===== src/rtl/pipe_reg_hs.sv =====
// Elastic pipeline register: DEPTH valid/ready stages with bubble collapsing,
// synchronous flush and an occupancy count.
module pipe_reg_hs #(
  parameter int unsigned n          = 32,
  parameter int          DEPTH      = 2,
  parameter logic [n-1:0] RESET_DATA = '0
) (
  input  logic                         clk,
  input  logic                         rst,
  input  logic                         flush,
  input  logic                         in_valid,
  output logic                         in_ready,
  input  logic [n-1:0]                 in_data,
  output logic                         out_valid,
  input  logic                         out_ready,
  output logic [n-1:0]                 out_data,
  output logic [$clog2(DEPTH+1)-1:0]   occupancy
);

  localparam int unsigned OCC_W = $clog2(DEPTH+1);

  if (DEPTH < 1) begin : g_depth_chk
    $error("pipe_reg_hs: DEPTH must be >= 1");
  end

  logic [DEPTH-1:0] v_q, v_d;
  logic [n-1:0]     d_q [DEPTH];
  logic [n-1:0]     d_d [DEPTH];
  logic [OCC_W-1:0] occ_q, occ_d;
  logic [DEPTH:0]   rdy_c;

  // Ready ripples back from the output; an empty stage always accepts.
  always_comb begin
    rdy_c        = '0;
    rdy_c[DEPTH] = out_ready;
    for (int i = DEPTH - 1; i >= 0; i--) begin
      rdy_c[i] = !v_q[i] | rdy_c[i+1];
    end
  end

  // Stage advance; data only loads on a valid word so bubbles leave it quiet.
  always_comb begin
    v_d = v_q;
    d_d = d_q;
    if (flush) begin
      v_d = '0;
    end else begin
      if (rdy_c[0]) begin
        v_d[0] = in_valid;
        if (in_valid) d_d[0] = in_data;
      end
      for (int i = 1; i < DEPTH; i++) begin
        if (rdy_c[i]) begin
          v_d[i] = v_q[i-1];
          if (v_q[i-1]) d_d[i] = d_q[i-1];
        end
      end
    end
  end

  // Occupancy is tracked as a register so it has no path from the inputs.
  always_comb begin
    occ_d = '0;
    for (int i = 0; i < DEPTH; i++) begin
      occ_d = occ_d + OCC_W'(v_d[i]);
    end
  end

  always_ff @(posedge clk or posedge rst) begin
    if (rst) begin
      v_q   <= '0;
      occ_q <= '0;
      for (int i = 0; i < DEPTH; i++) begin
        d_q[i] <= RESET_DATA;
      end
    end else begin
      v_q   <= v_d;
      occ_q <= occ_d;
      d_q   <= d_d;
    end
  end

  assign in_ready  = rdy_c[0];
  assign out_valid = v_q[DEPTH-1];
  assign out_data  = d_q[DEPTH-1];
  assign occupancy = occ_q;

endmodule


===== config.mk =====
export PLATFORM = sky130hd
export DESIGN_NAME = pipe_reg_hs
export DESIGN_NICKNAME = d
export VERILOG_FILES = /design/src/rtl/pipe_reg_hs.sv
export SDC_FILE = /design/constraint.sdc
export NUM_CORES = 1
export LEC_CHECK = 0
export ABC_AREA = 1
export BUFFER_PORTS_ARGS = -buffer_cell sky130_fd_sc_hd__buf_2
export CAP_MARGIN = 5
export CORE_MARGIN = 3
export CORE_UTILIZATION = 30
export CTS_BUF_LIST = sky130_fd_sc_hd__clkbuf_8
export DETAILED_ROUTE_END_ITERATION = 8
export PLACE_DENSITY_LB_ADDON = 0.15
export REMOVE_ABC_BUFFERS = 1
export SYNTH_ARGS = -nofsm -noshare
export SYNTH_HDL_FRONTEND = slang
export SYNTH_SLANG_ARGS = --single-unit

===== constraint.sdc =====
create_clock -name clk -period 1.9 [get_ports clk]
set_clock_uncertainty 0.15 [all_clocks]
set_input_delay 0.095 -clock clk [delete_from_list [all_inputs] [get_ports clk]]
set_output_delay 0.095 -clock clk [all_outputs]
set_load 0.01 [all_outputs]

; After elaboration in Yosys (flattened, before gate mapping)
; Cells that the tools add are included.
[word_totals]
in_bits = 37
register_bits = 68
[classes]
n_addsub = 1
mux = 3
n_reduce_logical = 4
n_bitwise = 3
[op_table]
columns = cell, count
row1 = AND reduction 3 bit, 2
row2 = adder 1 x 1 -> 2 bit, 1
row3 = logical NOT 1 bit, 2
row4 = 2-to-1 mux 1 bit, 2
row5 = 2-to-1 mux 2 bit, 1
row6 = OR 1 bit, 2
row7 = inverter 1 bit, 1

; Logic depth before layout (Yosys ltp)
[depth]
ltp_word = 6
mapped_depth = 6

; Least setup slack after synthesis
; Ideal clock, no wire load.
[synth_timing]
kind = reg-to-reg
from = register v_q[1]
to = register occ_q[0], in the netlist occupancy[0]
slack_ns = 0.437
stages_incl_launch_ff = 5
arrival_time_ns = 1.188
n_path_buf = 1
path_cell_list = dfrtp_1 -> nand3_2 -> buf_2 -> a21oi_1 -> ha_1
[synth_via]
elab_chain_cells = 6
elab_cells_between_ends = 7
cone_classes = 1 x add/sub / 3 x mux / 2 x bitwise / 1 x reduce/logical
[synth_rtl]
columns = element, line_no
row1 = from (decl), 26  ; logic [DEPTH-1:0] v_q, v_d;
row2 = from (signal assigned), 77  ; v_q <= v_d;
row3 = logical NOT 1 bit, 37  ; rdy_c[i] = !v_q[i] | rdy_c[i+1];
row4 = OR 1 bit (2 in series), 37
row5 = via in_ready, 12  ; output logic in_ready,
row6 = 2-to-1 mux 1 bit, 48  ; if (rdy_c[0]) begin
row7 = 2-to-1 mux 2 bit, 45  ; if (flush) begin
row8 = via v_d[0], 26
row9 = adder 1 x 1 -> 2 bit, 65  ; occ_d = occ_d + OCC_W'(v_d[i]);
row10 = via occ_d[0], 29  ; logic [OCC_W-1:0] occ_q, occ_d;
row11 = to (signal assigned), 72  ; occ_q <= '0;
row12 = to (signal assigned), 78  ; occ_q <= occ_d;
row13 = to (decl), 29
; The timed path passes the listed nets, and every way through them passes these cells.
; A chain may end at the register's enable or synchronous reset.

; Final worst setup path
[layout_timing]
from = register v_q[1]
to = register v_q[0]
[layout_via]
elab_chain_cells = 5
[layout_rtl]
columns = element, line_no
row1 = logical NOT 1 bit, 37
row2 = OR 1 bit (2 in series), 37
row3 = 2-to-1 mux 1 bit, 48
row4 = 2-to-1 mux 2 bit, 45
row5 = via v_d[0], 26
; The timed path passes the listed nets, and every way through them passes these cells.

==> metrics <==
synth cell count leaders=129 x nand2_1, 68 x dfrtp_1, 64 x nand3_1; R2R Path Start=v_q[1]; Switching Fraction=27.7%; Worst Tran Pin Value=between 0.5 and 0.6 ns; pin count of the biggest net entering global routing=34; crit path launch=v_q[1]; Avg Inst Size Synth=9.23 um2; CP Data Required Time=2.01 ns; Nets=~440; CP Capture Type=register; synth top area cells=dfrtp_1 57%, nand2_1 16%, nand3_1 11%; reg-to-reg endpoint=v_q[0]; IO buf count=72; Clock Tree Buf Depth=2; outcome=finished clean; initial core utilization=31.5%; fin crit period=1.70 ns; buffer count from post-CTS setup fixing=0; Static Leakage=2.05 nW; Worst Path Max Fanout=10; P&R area growth vs syn=25.5%; total wire length=6910 um; Die ar.=around 11000 um2; clock share of power=31.4%; post_cts resized=0; Die H=106 um; DRC=0; crit-path max cell delay=0.57 ns; synthesized instance count=between 300 and 400; WL/cell=13.0 um; Vias=2274; count of cell types in the netlist=12; DRT iter0 DRCs=82; register clock-pin slew on the reported worst setup and hold paths=0.07 ns; top-count cell post-synth=nand2_1; ant diodes=0; Ys Warns=0; Worst Reg2Reg Path Length in Cells=3; Max-slew headroom=60.2%; vias in the first global route=~2400; cts-stage hold buffer count=35; initial antenna violation count=0; Critical Path End=v_q[0]; GRT Util Overall=between 10% and 20%; Final Cycle Share=~89%; share of the synthesized area in the top cell type=57.1%; RSZ-0062 raised after global routing=no; Hold WC Path Type=in -> reg; R2R Setup Slk=0.20 ns; Post-Layout Inst Area=3740 um2; internal power=around 2.6 mW; Seq cells post-synth=just under 70; Post-DRT Antenna Nets=0; CORE AREA=9460 um2; critical path launch point type=register; Comb pwr share=between 10% and 20%; Psw=roughly 1 mW; Initial DRT Pass Iterations=4; Hold Vio Cnt, Final=0; CTS tree=done; Hold Path Origin=in_valid; H-tree depth=3; first-pass GRT wire length=12000 um; Post-DP HPWL=4510 um; worst-path cell with the longest stage delay=dlygate4sd3_1; Core Rows=35; total CTS buffers=9; Post-synth top flop=dfrtp_1; IR drop worst, VDD=285 uV; Buf/Inv on CP=1; CP arrival=1.81 ns; highest clock rate=0.589 GHz; Seq/Total Area, Yosys=a little under three fifths; delay-heaviest family, CP=buffers and inverters; number of flops mapped to enable cells by yosys=0; critical-path cell list=nand3_2 -> a21oi_1 -> dlygate4sd3_1; gr ovfl total=0; share of synthesized registers carrying an async set or reset=100%; sequential share of power=50.9%; CTS sink count=about 70; top cell type by total area after synthesis=dfrtp_1; CP Depth=3; final setup TNS=0 ns; final-report setup violation count=0; final weighted congestion in routability-driven placement=0.701; PD cells=951 nW/um2; Die X-Extent=between 100 and 150 um; fraction of layout cells with a size suffix above 1=between 20 and 30%; io pins=73; clk_lat worst skew=0.33 ns; max-cap viol count=0; Slew Viols, Final=0; Syn Std Cell Area=2980 um2; post-placement cell area=between 3000 and 4000 um2; Clock Root Buffer=clkbuf_8; kind of critical path=reg -> reg; Vias/cell=4.27
## tightest hold or removal path: stages
cell	delay [ns]
buf_2	0.09
inv_1	0.10
nor2_4	0.08
nand3_1	0.08
nand2_1	0.04
## worst min-delay path by stage
stage / to / cells past startpoint
6_report: d_q[59] / 5
3_3_place_gp: d_q[48] / 2
3_5_place_dp: d_q[48] / 2
2_1_floorplan: v_q[1] / 1
5_1_grt: d_q[52] / 5
4_1_cts: d_q[59] / 5
## area by class of cell
cell class / count / area, um2
Timing Repair Buffer: 116 / 791
Sequential cell: 68 / 1700
Clock inverter: 2 / 8.76
Multi-Input combinational cell: 201 / 885
Inverter: 4 / 16.3
Tap cell: 129 / 161
Clock buffer: 13 / 179
Fill cell: 1047 / 5720
## cell families after synthesis
kind of cell             Yosys count  synth area share (%)
AND/OR/NAND/NOR                  198                  28.8
flip-flops                        68                  57.1
buffers and inverters             54                  13.3
AO/OA/AOI/OAI                      2                 0.336
adder cells (fa/ha/maj)            1                 0.420
## sequential cells by signal, summed over array words and instances (netlist names)
signal / count
d_q: 32
out_data: 32
occupancy: 2
v_q: 2
## power groups by stage
stage / registers [mW] / clock network [mW] / logic, mW
after floorplan: 1.89 / 0 / 0.246
after global placement: 1.85 / 0 / 0.583
after detailed placement: 1.84 / 0 / 0.594
after CTS: 1.82 / 1.16 / 0.650
after global routing: 1.85 / 1.23 / 0.728
final: 1.81 / 1.12 / 0.631
## placed cells by master, fill, tap and decap left out, drive strengths merged
cell type / synthesis / final
a21oi: 2 / 2
buf: 50 / 81
clkbuf: 0 / 13
clkinv: 0 / 2
dfrtp: 68 / 68
dlygate4sd3: 0 / 35
ha: 1 / 1
inv: 4 / 4
nand2: 131 / 131
nand3: 65 / 65
nor2: 2 / 2
## through the flow
| step | hold WS [ns] | total power, mW | instances | worst slack (ns) | utilization, % |
|---|---|---|---|---|---|
| after floorplan | 0.0229 | 2.14 | 273 | -0.0565 | - |
| after global placement | 0.0348 | 2.43 | 483 | 0.441 | 33.9 |
| after detailed placement | 0.0378 | 2.44 | 483 | 0.437 | 33.9 |
| after CTS | 0.0338 | 3.62 | 533 | 0.186 | 39.6 |
| after global routing | 0.0652 | 3.80 | 533 | 0.0713 | 39.6 |
| final | 0.0444 | 3.56 | 533 | 0.203 | 39.6 |
## metal layers
metal	global-route usage, %	routed length, um	up-vias
met3	2.57	275	8
met1	16.8	3090	1072
met5	0	0	-
met4	5.55	102	0
li1	-	-	1146
met2	23.3	3440	48
Note: power is estimated with default switching activity, not from simulation.
